<file path="config.mk">
export PLATFORM = sky130hd
export DESIGN_NAME = eth_rx_frame_filter
export DESIGN_NICKNAME = d
export VERILOG_FILES = /design/src/rtl/eth_rx_pkg.sv /design/src/rtl/eth_crc32_d8.sv /design/src/rtl/eth_rx_frame_filter.sv
export SDC_FILE = /design/constraint.sdc
export NUM_CORES = 1
export LEC_CHECK = 0
export BUFFER_PORTS_ARGS = -buffer_cell sky130_fd_sc_hd__buf_4
export CORE_UTILIZATION = 40
export CTS_BUF_LIST = sky130_fd_sc_hd__clkbuf_4 sky130_fd_sc_hd__clkbuf_8 sky130_fd_sc_hd__clkbuf_16
export DETAILED_ROUTE_END_ITERATION = 8
export PLACE_DENSITY_LB_ADDON = 0.05
export SLEW_MARGIN = 0
export SYNTH_ARGS = -nofsm -noshare
export SYNTH_HDL_FRONTEND = slang
export SYNTH_SLANG_ARGS = --single-unit
export TNS_END_PERCENT = 30
</file>
<file path="constraint.sdc">
create_clock -name clock -period 4 [get_ports clock]
set_clock_uncertainty 0.2 [all_clocks]
set_input_delay 0.2 -clock clock [delete_from_list [all_inputs] [get_ports clock]]
set_output_delay 0.2 -clock clock [all_outputs]
set_load 0.02 [all_outputs]
</file>
<file path="src/rtl/eth_rx_pkg.sv">
// Shared constants, status bit positions and FSM state type for the Ethernet
// receive frame filter.
package eth_rx_pkg;

  localparam logic [31:0] CRC32_POLY    = 32'h04C1_1DB7;
  localparam logic [31:0] CRC32_INIT    = 32'hFFFF_FFFF;
  localparam logic [31:0] CRC32_RESIDUE = 32'hC704_DD7B;

  localparam logic [47:0] BROADCAST_MAC = 48'hFFFF_FFFF_FFFF;

  localparam int ST_CRC_ERR  = 0;
  localparam int ST_RUNT     = 1;
  localparam int ST_TOO_LONG = 2;
  localparam int ST_CONV_ERR = 3;

  typedef enum logic [1:0] {
    IDLE = 2'd0,
    HDR  = 2'd1,
    PASS = 2'd2,
    DROP = 2'd3
  } state_t;

  // Byte idx of an address, byte 0 being the first one on the wire.
  function automatic logic [7:0] mac_byte(input logic [47:0] mac, input logic [2:0] idx);
    logic [7:0] b;
    case (idx)
      3'd0:    b = mac[47:40];
      3'd1:    b = mac[39:32];
      3'd2:    b = mac[31:24];
      3'd3:    b = mac[23:16];
      3'd4:    b = mac[15:8];
      3'd5:    b = mac[7:0];
      default: b = 8'h00;
    endcase
    return b;
  endfunction

endpackage

</file>
<file path="src/rtl/eth_crc32_d8.sv">
// One-byte step of the reflected CRC-32: data bits enter LSB first into an
// MSB-first register, so a good frame leaves the non-reflected residue.
module eth_crc32_d8
  import eth_rx_pkg::*;
(
  input  logic [31:0] crc_in,
  input  logic [7:0]  data,
  output logic [31:0] crc_out
);

  always_comb begin
    logic [31:0] c;
    c = crc_in;
    for (int i = 0; i < 8; i++) begin
      if (c[31] ^ data[i]) begin
        c = {c[30:0], 1'b0} ^ CRC32_POLY;
      end else begin
        c = {c[30:0], 1'b0};
      end
    end
    crc_out = c;
  end

endmodule

</file>
<file path="src/rtl/eth_rx_frame_filter.sv">
// Receive frame filter: closes frames on an idle gap, filters on destination
// MAC, checks FCS and length, strips dest MAC and FCS, reports per-frame status.
module eth_rx_frame_filter
  import eth_rx_pkg::*;
#(
  parameter logic [47:0] MAC_ADDR   = 48'h02_00_00_00_00_01,
  parameter int          GAP_CYCLES = 4,
  parameter int          MIN_LEN    = 64,
  parameter int          MAX_LEN    = 1518
) (
  input  logic         clock,
  input  logic         reset_n,
  input  logic [7:0]   in_data,
  input  logic         in_valid,
  input  logic         in_error,
  output logic [7:0]   out_data,
  output logic         out_valid,
  output logic         out_sof,
  output logic         out_eof,
  output logic         out_good,
  output logic [3:0]   out_status,
  output logic [15:0]  cnt_good,
  output logic [15:0]  cnt_bad,
  output logic [15:0]  cnt_dropped,
  output state_t       dbg_state
);

  // Strobe protocol, no backpressure on either side: a byte is transferred in
  // every clock where in_valid (resp. out_valid) is high; the sink must take it.

  state_t          state, state_nx;
  logic [10:0]     byte_cnt;
  logic [7:0]      gap_cnt;
  logic [31:0]     crc, crc_upd;
  logic [3:0][7:0] dline;
  logic            uc_ok, bc_ok, err_flag, sof_seen;

  logic            close_now, accept, uc_hit, bc_hit;
  logic [10:0]     idx_now;
  logic            fwd_fire, sof_fire, eof_fire, good_inc, bad_inc, drop_inc;
  logic [3:0]      status_nx;

  eth_crc32_d8 u_crc (
    .crc_in  (crc),
    .data    (in_data),
    .crc_out (crc_upd)
  );

  // A byte arriving on the closing clock is not part of this frame.
  assign close_now = (state != IDLE) && (gap_cnt == 8'(GAP_CYCLES));
  assign accept    = in_valid && !close_now;
  assign idx_now   = (state == IDLE) ? 11'd0 : byte_cnt;
  assign uc_hit    = (in_data == mac_byte(MAC_ADDR, idx_now[2:0]));
  assign bc_hit    = (in_data == mac_byte(BROADCAST_MAC, idx_now[2:0]));
  assign dbg_state = state;

  always_ff @(posedge clock or negedge reset_n) begin
    if (!reset_n) state <= IDLE;
    else          state <= state_nx;
  end

  always_comb begin
    state_nx = state;
    case (state)
      IDLE: if (in_valid) state_nx = HDR;
      HDR: begin
        if (close_now) begin
          state_nx = IDLE;
        end else if (accept && byte_cnt == 11'd5) begin
          state_nx = ((uc_ok && uc_hit) || (bc_ok && bc_hit)) ? PASS : DROP;
        end
      end
      PASS, DROP: if (close_now) state_nx = IDLE;
      default: state_nx = IDLE;
    endcase
  end

  // Byte k leaves the delay line when byte k+4 arrives; forwarding ends with
  // byte MAX_LEN-1, the last byte inside the legal length.
  always_comb begin
    fwd_fire  = accept && (state == PASS) && (idx_now >= 11'd10) &&
                (idx_now <= 11'(MAX_LEN + 3));
    sof_fire  = fwd_fire && (idx_now == 11'd10);
    status_nx = '0;
    status_nx[ST_CRC_ERR]  = (crc != CRC32_RESIDUE);
    status_nx[ST_RUNT]     = (byte_cnt < 11'(MIN_LEN));
    status_nx[ST_TOO_LONG] = (byte_cnt > 11'(MAX_LEN));
    status_nx[ST_CONV_ERR] = err_flag;
    eof_fire  = close_now && (state == PASS) && sof_seen;
    good_inc  = eof_fire && (status_nx == 4'd0);
    bad_inc   = close_now && (state == PASS) && !good_inc;
    drop_inc  = close_now && ((state == HDR) || (state == DROP));
  end

  always_ff @(posedge clock or negedge reset_n) begin
    if (!reset_n) begin
      out_data    <= '0;
      out_valid   <= 1'b0;
      out_sof     <= 1'b0;
      out_eof     <= 1'b0;
      out_good    <= 1'b0;
      out_status  <= '0;
      cnt_good    <= '0;
      cnt_bad     <= '0;
      cnt_dropped <= '0;
      byte_cnt    <= '0;
      gap_cnt     <= '0;
      crc         <= CRC32_INIT;
      dline       <= '0;
      uc_ok       <= 1'b0;
      bc_ok       <= 1'b0;
      err_flag    <= 1'b0;
      sof_seen    <= 1'b0;
    end else begin
      out_valid  <= fwd_fire;
      out_sof    <= sof_fire;
      out_eof    <= eof_fire;
      out_good   <= good_inc;
      out_status <= eof_fire ? status_nx : 4'd0;
      if (fwd_fire) out_data <= dline[3];

      if (close_now) begin
        gap_cnt <= '0;
        crc     <= CRC32_INIT;
      end else if (accept) begin
        gap_cnt  <= '0;
        crc      <= crc_upd;
        dline    <= {dline[2:0], in_data};
        if (state == IDLE)            byte_cnt <= 11'd1;
        else if (byte_cnt != 11'h7FF) byte_cnt <= byte_cnt + 11'd1;
      end else if (state != IDLE) begin
        gap_cnt <= gap_cnt + 8'd1;
      end

      if (accept && state == IDLE) begin
        uc_ok    <= uc_hit;
        bc_ok    <= bc_hit;
        err_flag <= in_error;
        sof_seen <= 1'b0;
      end else begin
        if (accept && state == HDR) begin
          uc_ok <= uc_ok && uc_hit;
          bc_ok <= bc_ok && bc_hit;
        end
        if (state != IDLE && in_error) err_flag <= 1'b1;
        if (sof_fire) sof_seen <= 1'b1;
      end

      if (good_inc && cnt_good != 16'hFFFF)    cnt_good    <= cnt_good + 16'd1;
      if (bad_inc && cnt_bad != 16'hFFFF)      cnt_bad     <= cnt_bad + 16'd1;
      if (drop_inc && cnt_dropped != 16'hFFFF) cnt_dropped <= cnt_dropped + 16'd1;
    end
  end

endmodule

</file>
==> metrics.cfg <==
[outcome]
status = complete, but fails checks
violations = design-rule violations

[sta]
finalHoldViolations = 0
rsz0062_at_grt = no
maxSlewHeadroom = 0.446
tns_ns = 0
final-max-slew-violation-count = 0
finalSetupViolations = 0
fin_crit_sh = 0.804
hold_slack_ns = 0.124
timing.fmax_mhz = 311
period_minus_slack_ns = 3.22
tightest_slew_ns = 0.824
fin_ws_ns = 0.785

[flow_run]
cap_violations = 0

[global_routing]
grt_overflow = 0
gr-usage-all-layers = 0.176
grt_max_degree = 89
grt_pass1_vias = 5217
grt_pass1_wl_um = 27100
antenna_found_initial = 0

[worst_setup_path]
cp.required_ns = 4.11
worst-setup-path-type = flip-flop to flip-flop
crit_buf_inv = 0
critPathTopFamily = simple AND/OR/NAND/NOR gates
crit_fanout = 15
setup.worst_path.start_class = flip-flop
slowest_stage = nor4_4
path_cells = or4bb_1 -> nor4_1 -> nand3_1 -> nor4_4 -> mux2_2
endpoint_kind = flip-flop
critPathMaxStageDelay_ns = 0.76
arrival_ns = 3.33

[logic_synthesis]
netlist_instances = 684
yosysTopAreaCellShare = 0.404
yosysUniqueCellTypes = 59
seq_area_frac_synth = 0.516
syn_area_per_cell_um2 = 11.0
synthFlopType = dfrtp_1
synth_area_um2 = 7500
yosys-top-cells-area = dfrtp_1 (40%), dfstp_2 (11%), xnor2_1 (9.9%)
ys_warn_count = 0
synth_edf_count = 0
synthArstFlopShare = 1.00
syn_nets = 703
ys_ff_latch = 153
synth_area_leader_cell = dfrtp_1

[floorplanning]
die-area_um2 = 19300
io_pins = 78
die_h_um = 139
die_x_um = 139
core_area_um2 = 18100
start_util = 0.413
rows = 49

[place]
portBuffers = 77
dp_cells = 974
globalplace.congestion = 0.823
dp_slack_ns = 0.777
post-dp-hpwl_um = 11000

[layout]
layout.area.seq_um2 = 3870
layout_commonest_cell = dfrtp_1
fillCellCount = 1650
area_growth_pct = 20.9
multi_input_area_um2 = 3490
layout_common_cells = dfrtp_1 (121), xnor2_1 (85), buf_4 (83)
final_cells = 1016
nets = 793
n_antenna_cell = 0
post-route-util = 0.500
drive_gt1_frac = 0.266

[routing]
drt_pre_antenna_iters = 8
via_count = 5278
viasPerCell = 5.19
drt_iter0_drc = 260
drt-total-wl_um = 16200
final_antenna_net_count = 0
detail_route.wl_per_cell_um = 15.9
drc = 3

[cts]
clk_latency_ns = 0.43
clock_path_buffers = 2
cts_resized = 0
numCtsBuffers = 17
htreeDepth = 4
cts_root_buf = clkbuf_16
clkTransAtPathRegs_ns = 0.06
clock-sinks = 153
cts_tree = done

[worst_hold_path]
worstHoldPathType = input port to flip-flop

[power_and_ir_drop]
power-per-cell-area_nw_per_um2 = 760
leakage_nw = 4.07
irDropWorstVdd_mv = 0.342

## cells in the mapped netlist (3+ instances only)
cell	number
nand3_1	20
dfstp_2	32
nor2_1	57
and4_1	4
xor2_1	39
mux2_2	45
inv_1	14
nand2_1	67
xnor2_1	85
mux2i_1	3
o21ai_0	29
o21a_1	4
and3_1	19
ha_1	7
nand4b_1	5
buf_1	3
nor4_1	5
a211o_1	4
a21oi_1	8
clkbuf_1	18
nor3_1	26
nand4_1	21
dfrtp_1	121
## path summary, 6_finish.rpt
kind,cells after the start,end,slack [ns],start
setup / recovery,5,cnt_good[1]$_DFFE_PN0P_,0.78,crc[12]$_DFFE_PN1P_
hold / removal,2,gap_cnt[1]$_DFFE_PN0P_,0.12,in_valid
setup reg to reg,5,cnt_good[1]$_DFFE_PN0P_,0.78,crc[12]$_DFFE_PN1P_
hold reg to reg,1,cnt_bad[9]$_DFFE_PN0P_,0.28,cnt_bad[9]$_DFFE_PN0P_
max in group asynchronous,3,crc[5]$_DFFE_PN1P_,2.50,reset_n
min in group asynchronous,2,cnt_good[0]$_DFFE_PN0P_,0.22,reset_n
## state kept, by name, indices dropped and copies added (netlist names), 2 cells and up
name and cells:
dline 32, cnt_dropped 16, byte_cnt 11, gap_cnt 8
out_data 8, dbg_state 2, cnt_good 16, out_status 4
crc 32, cnt_bad 16
## through the flow
stage                     total power [W]  area [um2]
after floorplan                   0.00455        7500
after global placement            0.00521        8350
after detailed placement          0.00524        8350
after CTS                         0.00697        9070
after global routing              0.00735        9070
final                             0.00690        9070
## per-layer routing
metal / vias to the layer above / track usage / part of all wire
li1: 2537 / - / -
met1: 2622 / 0.232 / 0.47
met2: 100 / 0.288 / 0.48
met3: 19 / 0.0390 / 0.029
met4: 0 / 0.0573 / 0.017
met5: - / 0 / 0
## power by group
part	switching, W	internal [W]
clock network	0.000649	0.00104
registers	0.000349	0.00208
logic	0.00146	0.00132
total	0.00246	0.00443
## timing repair
item	CTS	global route
buffers inserted	0	0
hold buffers	10	0
endpoints found under the hold margin	74	0
## logic make-up (layout without fill, tap and decap cells)
logic type / after synthesis / count (layout) / synth area share
simple gates: 246 / 246 / 0.170
flops: 153 / 153 / 0.516
xor+xnor: 128 / 128 / 0.154
compound gates: 64 / 64 / 0.0562
mux: 48 / 48 / 0.0716
buf+inv: 38 / 141 / 0.0203
fa+ha+maj: 7 / 7 / 0.0117
## layout make-up
cell class | count | share of cell area
timing repair buffer | 95 | 0.0832
clock inverter | 10 | 0.0156
multi-input combinational | 493 | 0.385
sequential | 153 | 0.427
tap | 229 | 0.0316
clock buffer | 22 | 0.0524
inverter | 14 | 0.00580
Power figures use the tool's default switching activity.
